## src/rtl/fp_loo_sequencer.sv

```systemverilog
// rtl/fp_loo_sequencer.sv - issue/writeback sequencer around the fixed-latency FP convert unit
// Credit-based issue into the unit, tag tracking through its latency, result FIFO toward the CDB.
module fp_loo_sequencer #(
  parameter int FPWID = 52,
  parameter int TAGW  = 5,
  parameter int LAT   = 1,
  parameter int DEPTH = 4
) (
  input  logic             clk,
  input  logic             rst_n,
  input  logic             req_v,
  output logic             req_rdy,
  input  logic [1:0]       req_func,
  input  logic [2:0]       req_rm,
  input  logic [TAGW-1:0]  req_tag,
  input  logic [FPWID-1:0] req_a,
  output logic             fu_ce,
  output logic [1:0]       fu_func,
  output logic [2:0]       fu_rm,
  output logic [FPWID-1:0] fu_a,
  input  logic [FPWID-1:0] fu_o,
  output logic             res_v,
  input  logic             res_rdy,
  output logic [TAGW-1:0]  res_tag,
  output logic [FPWID-1:0] res_o,
  output logic             res_exc,
  input  logic             flush,
  output logic             busy
);
  localparam int AW = $clog2(DEPTH);
  localparam int PW = AW + 1;
  localparam int CW = PW + 1;

  logic [1:0]               func_q;
  logic [2:0]               rm_q;
  logic [FPWID-1:0]         a_q;
  logic [LAT-1:0]           v_q, v_d;
  logic [LAT-1:0][TAGW-1:0] tag_q, tag_d;
  logic [LAT-1:0]           exc_q, exc_d;
  logic [PW-1:0]            wr_q, wr_d, rd_q, rd_d;
  logic [PW-1:0]            occ;
  logic [CW-1:0]            inflight;
  logic [TAGW-1:0]          mem_tag_q  [DEPTH];
  logic [FPWID-1:0]         mem_data_q [DEPTH];
  logic [DEPTH-1:0]         mem_exc_q;
  logic                     accept, push, pop;

  assign fu_ce   = 1'b1;
  assign fu_func = func_q;
  assign fu_rm   = rm_q;
  assign fu_a    = a_q;

  always_comb begin
    inflight = '0;
    for (int i = 0; i < LAT; i++) inflight = inflight + CW'(v_q[i]);
  end

  // Queue slots are reserved at issue time, so an exiting stage always finds room.
  assign occ     = wr_q - rd_q;
  assign req_rdy = rst_n & ~flush & ((CW'(occ) + inflight) < CW'(DEPTH));
  assign accept  = req_v & req_rdy;
  assign push    = v_q[LAT-1] & ~flush;
  assign pop     = res_v & res_rdy;
  assign busy    = (inflight != '0) | (occ != '0);

  assign res_v   = occ != '0;
  assign res_tag = res_v ? mem_tag_q[rd_q[AW-1:0]]  : '0;
  assign res_o   = res_v ? mem_data_q[rd_q[AW-1:0]] : '0;
  assign res_exc = res_v & mem_exc_q[rd_q[AW-1:0]];

  always_comb begin
    v_d   = '0;
    tag_d = tag_q;
    exc_d = exc_q;
    v_d[0] = accept;
    if (accept) begin
      tag_d[0] = req_tag;
      exc_d[0] = req_func == 2'd3;
    end
    for (int i = 1; i < LAT; i++) begin
      v_d[i]   = v_q[i-1];
      tag_d[i] = tag_q[i-1];
      exc_d[i] = exc_q[i-1];
    end
    if (flush) v_d = '0;
  end

  always_comb begin
    wr_d = flush ? '0 : wr_q + PW'(push);
    rd_d = flush ? '0 : rd_q + PW'(pop);
  end

  always_ff @(posedge clk or negedge rst_n) begin
    if (!rst_n) begin
      func_q <= '0;
      rm_q   <= '0;
      a_q    <= '0;
      v_q    <= '0;
      tag_q  <= '0;
      exc_q  <= '0;
      wr_q   <= '0;
      rd_q   <= '0;
    end else begin
      if (accept) begin
        func_q <= req_func;
        rm_q   <= req_rm;
        a_q    <= req_a;
      end
      v_q   <= v_d;
      tag_q <= tag_d;
      exc_q <= exc_d;
      wr_q  <= wr_d;
      rd_q  <= rd_d;
    end
  end

  // Storage needs no reset: the head is masked by res_v whenever the queue is empty.
  always_ff @(posedge clk) begin
    if (push) begin
      mem_tag_q[wr_q[AW-1:0]]  <= tag_q[LAT-1];
      mem_data_q[wr_q[AW-1:0]] <= exc_q[LAT-1] ? '0 : fu_o;
      mem_exc_q[wr_q[AW-1:0]]  <= exc_q[LAT-1];
    end
  end

  assert property (@(posedge clk) disable iff (!rst_n) !(push && occ == PW'(DEPTH)));

endmodule
```

## config.mk

```make
export PLATFORM = sky130hd
export DESIGN_NAME = fp_loo_sequencer
export DESIGN_NICKNAME = d
export VERILOG_FILES = /design/src/rtl/fp_loo_sequencer.sv
export SDC_FILE = /design/constraint.sdc
export NUM_CORES = 1
export LEC_CHECK = 0
export ABC_AREA = 1
export ABC_CLOCK_PERIOD_IN_PS = 7700
export BUFFER_PORTS_ARGS = -buffer_cell sky130_fd_sc_hd__buf_4
export CORE_MARGIN = 10
export CORE_UTILIZATION = 25
export CTS_BUF_LIST = sky130_fd_sc_hd__clkbuf_4
export DETAILED_ROUTE_END_ITERATION = 12
export MAX_ROUTING_LAYER = met4
export RECOVER_POWER = 50
export SYNTH_ARGS = -nofsm -noshare
export SYNTH_HDL_FRONTEND = slang
export SYNTH_SLANG_ARGS = --single-unit
```

## constraint.sdc

```tcl
create_clock -name clk -period 7.7 [get_ports clk]
set_clock_uncertainty 0.05 [all_clocks]
set_input_delay 1.155 -clock clk [delete_from_list [all_inputs] [get_ports clk]]
set_output_delay 1.155 -clock clk [all_outputs]
set_load 0.03 [all_outputs]
```

==> summary.md, run 1 <==
| Metric | Value |
|---|---|
| Outcome | finished with violations |
| Failing checks | max-capacitance violations, max-slew violations |
| Multi-input gate area | 3100 sq um |
| Die area | 60,800 sq um |
| Post-route minimum period | 5.72 ns |
| Hold Violations, Final | 0 |
| DIE WIDTH | 247 um |
| Area of the mapped netlist | 12,800 sq um |
| Count of final setup violators | 0 |
| Slew @ Worst Pin | 4.26 ns |
| Area grow syn2layout | 24.9% |
| CTS root buf | clkbuf_4 |
| First-pass GRT wire length | 53,400 um |
| Crit path top cell by count | nand2_1 |
| Largest cells by area after synthesis | edfxtp_1 54%, dfrtp_1 14%, nor2_1 6.8%, nand2_1 5.3%, o21ai_1 3.7% |
| Via count | 9,298 |
| Post-CTS sizing | 0 |
| Syn Area/Cell | 10.8 sq um |
| CTS Buf Count | 83 |
| FF+latch count, synth | 302 |
| Slowest CP cell | nand3_4 |
| Sink Count | 302 |
| Largest family of logic cells by synthesized area | simple AND/OR/NAND/NOR gates |
| Initial antenna violation count | 2 |
| CP endpoint kind | primary output |
| Synth Area in Compound Gates | 0.0691 |
| Final period util | 0.743 |
| RePlAce Congestion | 0.763 |
| Critical Path AT | 4.52 ns |
| CP max stage delay | 0.82 ns |
| WHS | 0.424 ns |
| Synth Area in Adders | 0.00643 |
| Worst r2r src | v_q |
| FP Rows | 82 |
| Total power | 6210 uW |
| CTS tree | yes |
| Fillers | 5,243 |
| Ys flop type | edfxtp_1 |
| Post-synthesis simple-gate area fraction | 0.164 |
| NumNets Final | 1,566 |
| # port buffers | 236 |
| Synth cell count leaders | 234 x nor2_1, 232 x edfxtp_1, 181 x nand2_1, 101 x inv_1, 95 x o21ai_1 |
| Setup bufs post-CTS | 0 |
| Register area | 8730 sq um |
| DR vias/cell | 4.28 |
| Clk_lat worst skew | 0.77 ns |
| Synth cell types | 27 |
| DRT Pass-1 Iters | 4 |
| Setup TNS | 0 ns |
| CP Capture Point | res_o[30] |
| Xor and xnor area share after synthesis | 0.00136 |
| Seq/Total Area, Yosys | 0.679 |
| Vias in the first global route | 9,668 |
| Ratio of cells with drive above 1 in the final layout | 0.278 |
| Pin count of the biggest net entering global routing | 74 |
| Leakage | 0.00701 uW |
| GR Overflow Total | 0 |
| Boundary pin count | 238 |
| P per Cell Area | 388 nW/um^2 |
| Synth Instances | 1,190 |
| Max clock buf depth | 3 |
| RSZ-0062 raised after global routing | false |
| Crit start category | flop |
| R2R cell count | 5 |
| Die Span Y | 247 um |
| Min-Delay Path Depth | 2 |
| Max Cap Viol | 5 |
| Hold Buf Count CTS | 0 |
| Rel. slew slack | -1.84 |
| CTS H-Tree Depth | 3 |
| Hpwl dp | 20,100 um |
| Peak Freq | 0.175 GHz |
| Crit path kind | flop to primary output |
| Initial Util | 0.254 |
| Area leader, netlist | edfxtp_1 |
| Kind of path behind the tightest hold check | flop to flop |
| Worst Setup SP | rd_q[0] |
| Routed wire length | 34,400 um |
| Mapped Nets | 1,315 |
| Number of synthesized flops with an enable pin | 232 |
| CP Cell Sequence | ha_1 > fa_1 > inv_1 > nand2_1 > nand2_1 > nand2_2 > nand2_4 > nand3_4 > nand2_1 > inv_1 > buf_4 |
| Synth Warn # | 0 |
| Tot GR Track Use | 0.116 |
| Final Max Slew Viols | 293 |
| Worst VDD drop | 176 uV |
| Iter 0 DRT Violations | 334 |
| Core area | 50,500 sq um |
| Wire per inst | 15.8 um |
| Critical Path Fanout Max | 67 |
| Required time worst endpoint | 6.49 ns |
| DRT antenna net count | 0 |
| Share of the synthesized area in the top cell type | 0.543 |
| # DRC | 0 |
| R2R Setup Slk | 3.23 ns |
| Clk slew on worst S/H paths | 0.07 ns |
| FF-to-FF End | mem_data_q[2][30] |
| Fraction of registers with async set/reset | 0.232 |
| Most common cell in the synthesized netlist | nor2_1 |
| Mux contribution to synthesized area | 0 |
[layout make-up]
class,count,area share
sequential,302,0.544
multi-input combinational,682,0.193
timing repair buffer,245,0.114
clock buffer,125,0.0585
tap,672,0.0524
inverter,127,0.0302
clock inverter,17,0.00734
antenna,2,0.000312
[how the worst min path moves through the flow]
stage,start,end
finish,fu_a[4],fu_a[4]
detailed placement,fu_a[11],fu_a[11]
global placement,fu_a[1],fu_a[1]
CTS,rst_n,v_q
global route,fu_a[9],fu_a[9]
floorplan,exc_q,mem_exc_q[0]
[power by group]
part / switching, uW / internal [uW]
sequential: 152 / 1970
combinational: 1810 / 827
clock: 652 / 800
[through the flow]
stage	worst slack (ns)	area [sq um]	cells	util
5_1_grt	1.60	16000	2172	0.318
2_1_floorplan	1.67	12800	1190	-
3_3_place_gp	2.81	15000	2028	0.297
4_1_cts	1.77	16100	2170	0.318
3_5_place_dp	2.72	15000	2028	0.297
6_report	1.98	16000	2172	0.318
[placed cells by master, fill, tap and decap left out, types with 2 or more instances in the layout]
cell and n:
nand3_4 2, dfrtp_4 2, clkbuf_1 5, ha_1 5
nor3_1 4, diode_2 2, nand4_1 64, o21ai_1 95
o21ai_0 79, inv_1 101, edfxtp_1 232, clkinv_1 11
nand2_2 10, bufinv_16 2, nor2_1 234, xnor2_1 2
nand2_4 2, dfrtp_1 67, clkbuf_4 125, inv_2 27
nand2_1 181, buf_4 240
[worst max-delay path, delay by kind of cell (launching register included)]
kind	cells	cell delay (ns)
adders and majority gates	2	0.69
DFF	1	0.71
and+or+nand+nor	6	1.91
buffers and inverters	3	0.32
[registers in the layout, summed over array words and instances (netlist names)]
register	flops
fu_rm	3
mem_data_q	208
mem_exc_q	4
exc_q	1
fu_a	52
v_q	1
fu_func	2
tag_q	5
mem_tag_q	20
rd_q	3
wr_q	3
[cell families after synthesis]
logic type      after synthesis
buf+inv                     206
simple gates                498
xor+xnor                      2
other cells                   1
flops                       302
fa+ha+maj                     6
compound gates              175
[routing by layer]
| layer | track usage | vias up | wire length, um |
|---|---|---|---|
| li1 | - | 4516 | - |
| met2 | 0.177 | 287 | 15800 |
| met4 | 0.0455 | 0 | 665 |
| met1 | 0.130 | 4440 | 14700 |
| met5 | - | - | 0 |
| met3 | 0.0533 | 55 | 3280 |
(Power assumes the default switching activity.)
==> inputs of run 2 (changes only) <==
ABC_CLOCK_PERIOD_IN_PS = 5500   (was 7700)
clock period = 5.5 ns   (was 7.7 ns; I/O delays follow)
==> summary.md, run 2 (synthesis gave the netlist of run 1 again) <==
| Metric | Value |
|---|---|
| R2R cell count | 2 (was 5) |
| Rel. slew slack | -1.22 (was -1.84) |
| CTS root buf | clkbuf_4 (unchanged) |
| Cell Int Power | 4960 uW (was 3600 uW) |
| Die Span Y | 247 um (unchanged) |
| Initial antenna violation count | 3 (was 2) |
| Worst Min Path Start | flush (was fu_a[4]) |
| Max Cap Viol | 1 (was 5) |
| # port buffers | 236 (unchanged) |
| DRT antenna net count | 0 (unchanged) |
| DIE WIDTH | 247 um (unchanged) |
| Vias in the first global route | 9,706 (was 9,668) |
| Failing checks | max-capacitance violations, max-slew violations (unchanged) |
| Setup TNS | 0 ns (unchanged) |
| Post-DP Area | 15,100 sq um (was 15,000 sq um) |
| Ratio of cells with drive above 1 in the final layout | 0.279 (was 0.278) |
| P per Cell Area | 536 nW/um^2 (was 388 nW/um^2) |
| Leakage | 0.00702 uW (was 0.00701 uW) |
| GR Overflow Total | 0 (unchanged) |
| Die area | 60,800 sq um (unchanged) |
| RSZ-0062 raised after global routing | false (unchanged) |
| Commonest non-fill, non-tap cell in the layout | buf_4 (unchanged) |
| Worst VDD drop | 312 uV (was 176 uV) |
| CTS Buf Count | 84 (was 83) |
| Highest-count cells in the layout ignoring fill and taps | 246 x buf_4, 234 x nor2_1, 232 x edfxtp_1 (was 240 x buf_4, 234 x nor2_1, 232 x edfxtp_1) |
| Kind of path behind the tightest hold check | primary input to flop (was flop to flop) |
| Worst r2r src | exc_q (was v_q) |
| CP endpoint kind | primary output (unchanged) |
| Worst-case hold path end point | rd_q[1] (was fu_a[4]) |
| Hold Violations, Final | 0 (unchanged) |
| Clk pwr share | 0.225 (was 0.234) |
| FP Rows | 82 (unchanged) |
| Max reg flops | 208 (unchanged) |
| Slew @ Worst Pin | 3.34 ns (was 4.26 ns) |
| Peak Freq | 0.227 GHz |
| Placed insts | 2,035 (was 2,028) |
| R2R Setup Slk | 1.83 ns (was 3.23 ns) |
| Count of final setup violators | 0 (unchanged) |
| Setup bufs post-CTS | 0 (unchanged) |
| Area grow syn2layout | 25.0% (was 24.9%) |
| Clk_lat worst skew | 0.75 ns (was 0.77 ns) |
| First-pass GRT wire length | 53,400 um (about the same) |
| Top Metal Used | met4 (unchanged) |
| WL met2 | 16,000 um (was 15,800 um) |
| Finished Layout Cells | 2,179 (was 2,172) |
| Hpwl dp | 20,900 um (was 20,100 um) |
| CTS tree | yes (unchanged) |
| Outcome | finished with violations (unchanged) |
| Reported net switching power | 3650 uW (was 2620 uW) |
| Post-CTS sizing | 0 (unchanged) |
| NumNets Final | 1,574 (was 1,566) |
| Required time worst endpoint | 4.62 ns (was 6.49 ns) |
| Sink Count | 302 (unchanged) |
| RePlAce Congestion | 0.777 (was 0.763) |
| Critical Path Fanout Max | 60 (was 67) |
| DRT Pass-1 Iters | 4 (unchanged) |
| Final Instance Area | 16,000 sq um (about the same) |
| DR vias/cell | 4.25 (was 4.28) |
| Wire per inst | 15.8 um (about the same) |
| Initial Util | 0.254 (unchanged) |
| Max clock buf depth | 3 (unchanged) |
| Final period util | 0.802 |
| Hold Buf Count CTS | 0 (unchanged) |
| Critical Path AT | 3.54 ns (was 4.52 ns) |
| Routed wire length | 34,400 um (about the same) |
| CTS H-Tree Depth | 3 (unchanged) |
| Tot GR Track Use | 0.116 (about the same) |
| FF-to-FF End | mem_data_q[1][18] (was mem_data_q[2][30]) |
| Wire length on met1 | 14,500 um (was 14,700 um) |
| Metal3 WL | 3310 um (was 3280 um) |
| Min-Delay Path Depth | 2 (unchanged) |
| Iter 0 DRT Violations | 385 (was 334) |
| Crit start category | flop (unchanged) |
| Via count | 9,263 (was 9,298) |
| Post-route minimum period | 4.41 ns |
| Pin count of the biggest net entering global routing | 90 (was 74) |
| Crit path kind | flop to primary output (unchanged) |
| Sw Ratio | 0.424 (was 0.421) |
| Final Max Slew Viols | 57 (was 293) |
| Boundary pin count | 238 (unchanged) |
| Flop pwr share | 0.341 (about the same) |
| # DRC | 0 (unchanged) |
| Core area | 50,500 sq um (unchanged) |
| Clk slew on worst S/H paths | 0.06 ns (was 0.07 ns) |
| Comb power frac | 0.433 (was 0.425) |
==> run 2: stage by stage <==
stage | total power, uW | setup WS (ns) | utilization | hold slack, ns
2_1_floorplan | 5420 | -0.202 | - | 0.424
3_3_place_gp | 6780 | 1.75 | 0.298 | 0.407
3_5_place_dp | 6810 | 1.81 | 0.298 | 0.410
4_1_cts | 8810 | 0.930 | 0.318 | 0.141
5_1_grt | 9220 | 0.717 | 0.318 | 0.144
6_report | 8600 | 1.09 | 0.318 | 0.269
==> run 2: layer usage <==
layer	global-route usage	vias up
li1	-	4538
met1	0.132	4386
met2	0.179	287
met3	0.0524	52
met4	0.0395	0
met5	-	-
==> run 2: how the worst max path moves through the flow <==
stage / from / endpoint / slack (ns)
floorplan: flush / mem_data_q[1][0] / -0.20
global placement: rd_q[0] / res_o[16] / 1.75
detailed placement: rd_q[0] / res_o[16] / 1.81
CTS: rd_q[0] / res_o[16] / 0.93
global route: rd_q[0] / res_o[16] / 0.72
finish: rd_q[0] / res_o[23] / 1.09
==> run 2: critical path, cell delays in order, from the launching register on <==
cell and delay [ns]:
dfrtp_4 0.62, ha_1 0.26, fa_1 0.38, inv_1 0.06
nand2_1 0.07, nand2_1 0.09, nand2_2 0.06, nand2_4 0.07
nand3_4 0.59, nand2_1 0.31, inv_1 0.07, buf_4 0.17
==> run 2: final cells by class <==
class	count	area [sq um]
clock inverters	20	113
diodes	5	12.5
inverters	127	484
well taps	672	841
repair buffers	252	1870
multi-input cells	682	3100
clock buffers	119	893
fillers	5243	34400
flip-flops and latches	302	8730
==> run 2: power by group through the flow <==
stage               Clock [uW]  Combinational (uW)  Sequential (uW)
finish                    1940                3730             2940
global route              2160                4090             2970
CTS                       2040                3830             2940
detailed placement           0                3830             2970
global placement             0                3810             2960
floorplan                    0                2200             3220
==> inputs of run 3 (changes only) <==
ABC_CLOCK_PERIOD_IN_PS = 3600   (was 5500)
clock period = 3.6 ns   (was 5.5 ns; I/O delays follow)
==> summary.md, run 3 (synthesis gave the netlist of run 1 again) <==
| Metric | Value |
|---|---|
| Initial antenna violation count | 2 (was 3) |
| Final design utilization | 0.345 (was 0.318) |
| CP endpoint kind | primary output (unchanged) |
| Clk_lat worst skew | 0.78 ns (was 0.75 ns) |
| # port buffers | 236 (unchanged) |
| Hold Violations, Final | 0 (unchanged) |
| Outcome | finished with violations (unchanged) |
| Critical Path Fanout Max | 6 (was 60) |
| Routed wire length | 37,200 um (was 34,400 um) |
| FP Rows | 82 (unchanged) |
| Area grow syn2layout | 35.6% (was 25.0%) |
| Vias in the first global route | 10,368 (was 9,706) |
| # DRC | 0 (unchanged) |
| Critical Path AT | 2.81 ns (was 3.54 ns) |
| RePlAce Congestion | 0.751 (was 0.777) |
| Pin count of the biggest net entering global routing | 118 (was 90) |
| Max reg flops | 208 (unchanged) |
| Max Cap Viol | 5 (was 1) |
| Max clock buf depth | 3 (unchanged) |
| Die area | 60,800 sq um (unchanged) |
| Hpwl dp | 21,700 um (was 20,900 um) |
| DRT antenna net count | 0 (unchanged) |
| CTS root buf | clkbuf_4 (unchanged) |
| Highest-count cells in the layout ignoring fill and taps | 254 x buf_4, 234 x nor2_1, 232 x edfxtp_1 (was 246 x buf_4, 234 x nor2_1, 232 x edfxtp_1) |
| Tot GR Track Use | 0.123 (was 0.116) |
| Failing checks | max-capacitance violations, max-slew violations (unchanged) |
| DR vias/cell | 4.25 (about the same) |
| Sink Count | 302 (unchanged) |
| Post-route minimum period | 3.40 ns |
| Worst VDD drop | 524 uV (was 312 uV) |
| CTS H-Tree Depth | 3 (unchanged) |
| Kind of path behind the tightest hold check | primary input to flop (unchanged) |
| Count of final setup violators | 0 (unchanged) |
| DRT Pass-1 Iters | 4 (unchanged) |
| Setup TNS | 0 ns (unchanged) |
| Commonest non-fill, non-tap cell in the layout | buf_4 (unchanged) |
| P per Cell Area | 805 nW/um^2 (was 536 nW/um^2) |
| Iter 0 DRT Violations | 387 (was 385) |
| Leakage | 0.00760 uW (was 0.00702 uW) |
| Post-Place Worst Slack | 0.521 ns (was 1.81 ns) |
| Crit start category | flop (unchanged) |
| Via count | 9,833 (was 9,263) |
| Final Max Slew Viols | 166 (was 57) |
| Slew @ Worst Pin | 1.83 ns (was 3.34 ns) |
| Rel. slew slack | -0.217 (was -1.22) |
| Core area | 50,500 sq um (unchanged) |
| Crit path kind | flop to primary output (unchanged) |
| Initial Util | 0.254 (unchanged) |
| Required time worst endpoint | 3.01 ns (was 4.62 ns) |
| Wire per inst | 16.1 um (was 15.8 um) |
| Total power | 14,000 uW (was 8600 uW) |
| First-pass GRT wire length | 56,800 um (was 53,400 um) |
| R2R Setup Slk | 0.71 ns (was 1.83 ns) |
| Die Span Y | 247 um (unchanged) |
| Boundary pin count | 238 (unchanged) |
| WHS | 0.115 ns (was 0.269 ns) |
| NumNets Final | 1,699 (was 1,574) |
| Final period util | 0.944 |
| DIE WIDTH | 247 um (unchanged) |
| Ratio of cells with drive above 1 in the final layout | 0.274 (was 0.279) |
| CTS tree | yes (unchanged) |
| CTS Buf Count | 86 (was 84) |
| Setup ws final | 0.201 ns (was 1.09 ns) |
| Peak Freq | 0.294 GHz |
| GR Overflow Total | 0 (unchanged) |
| Clk slew on worst S/H paths | 0.07 ns (was 0.06 ns) |
==> run 3: repair_timing <==
| action | 4_1_cts | 5_1_grt |
|---|---|---|
| buffers inserted | 2 | 6 |
| endpoints found under the hold margin | 265 | 0 |
| cloned | 0 | 4 |
| resized for setup | 9 | 10 |
| endpoints found under the setup margin | 60 | 53 |
| hold buffers | 101 | 0 |
==> run 3: routing by layer <==
metal | vias up | track usage | share of wire
met5 | - | - | 0
met4 | 0 | 0.0505 | 0.021
met3 | 60 | 0.0435 | 0.077
met2 | 323 | 0.192 | 0.47
met1 | 4653 | 0.141 | 0.43
li1 | 4797 | - | -
==> run 3: critical path: stages, from the launching register on <==
cell and delay (ns):
dfrtp_4 0.47, ha_2 0.18, fa_2 0.34, inv_1 0.06, nand2_1 0.08, nand2_2 0.08, nand2_2 0.06, nand2_4 0.07
nand3_4 0.10, buf_12 0.16, clkbuf_16 0.17, nand2_1 0.09, inv_2 0.04, buf_4 0.16
==> run 3: path summary, 6_finish.rpt <==
path	cells past startpoint	end	start
worst max-delay path	13	res_tag[4]	rd_q[0]
worst min-delay path	3	mem_data_q[3][40]	fu_o[40]
worst max register to register	12	fu_func[0]	rd_q[0]
worst min register to register	2	fu_a[29]	fu_a[29]
max in group asynchronous	3	rd_q[0]	rst_n
min in group asynchronous	3	fu_a[41]	rst_n
==> run 3: cell type report <==
class | count | area, sq um
clock inverter | 30 | 143
clock buffer | 120 | 901
antenna | 3 | 7.51
fill | 5055 | 33100
timing repair buffer | 375 | 3170
multi-input combinational | 682 | 3120
tap | 672 | 841
inverter | 127 | 488
sequential | 302 | 8730
==> run 3: power breakdown <==
group	switching [uW]	total [uW]	internal (uW)
Combinational	4280	6540	2260
Clock	1430	3030	1600
Sequential	226	4430	4210
Total	5940	14000	8070
==> run 3: stage by stage <==
stage | cells | instance area [sq um]
after floorplan | 1190 | 12900
after global placement | 2045 | 15200
after detailed placement | 2045 | 15200
after CTS | 2298 | 17300
after global routing | 2310 | 17400
final | 2311 | 17400
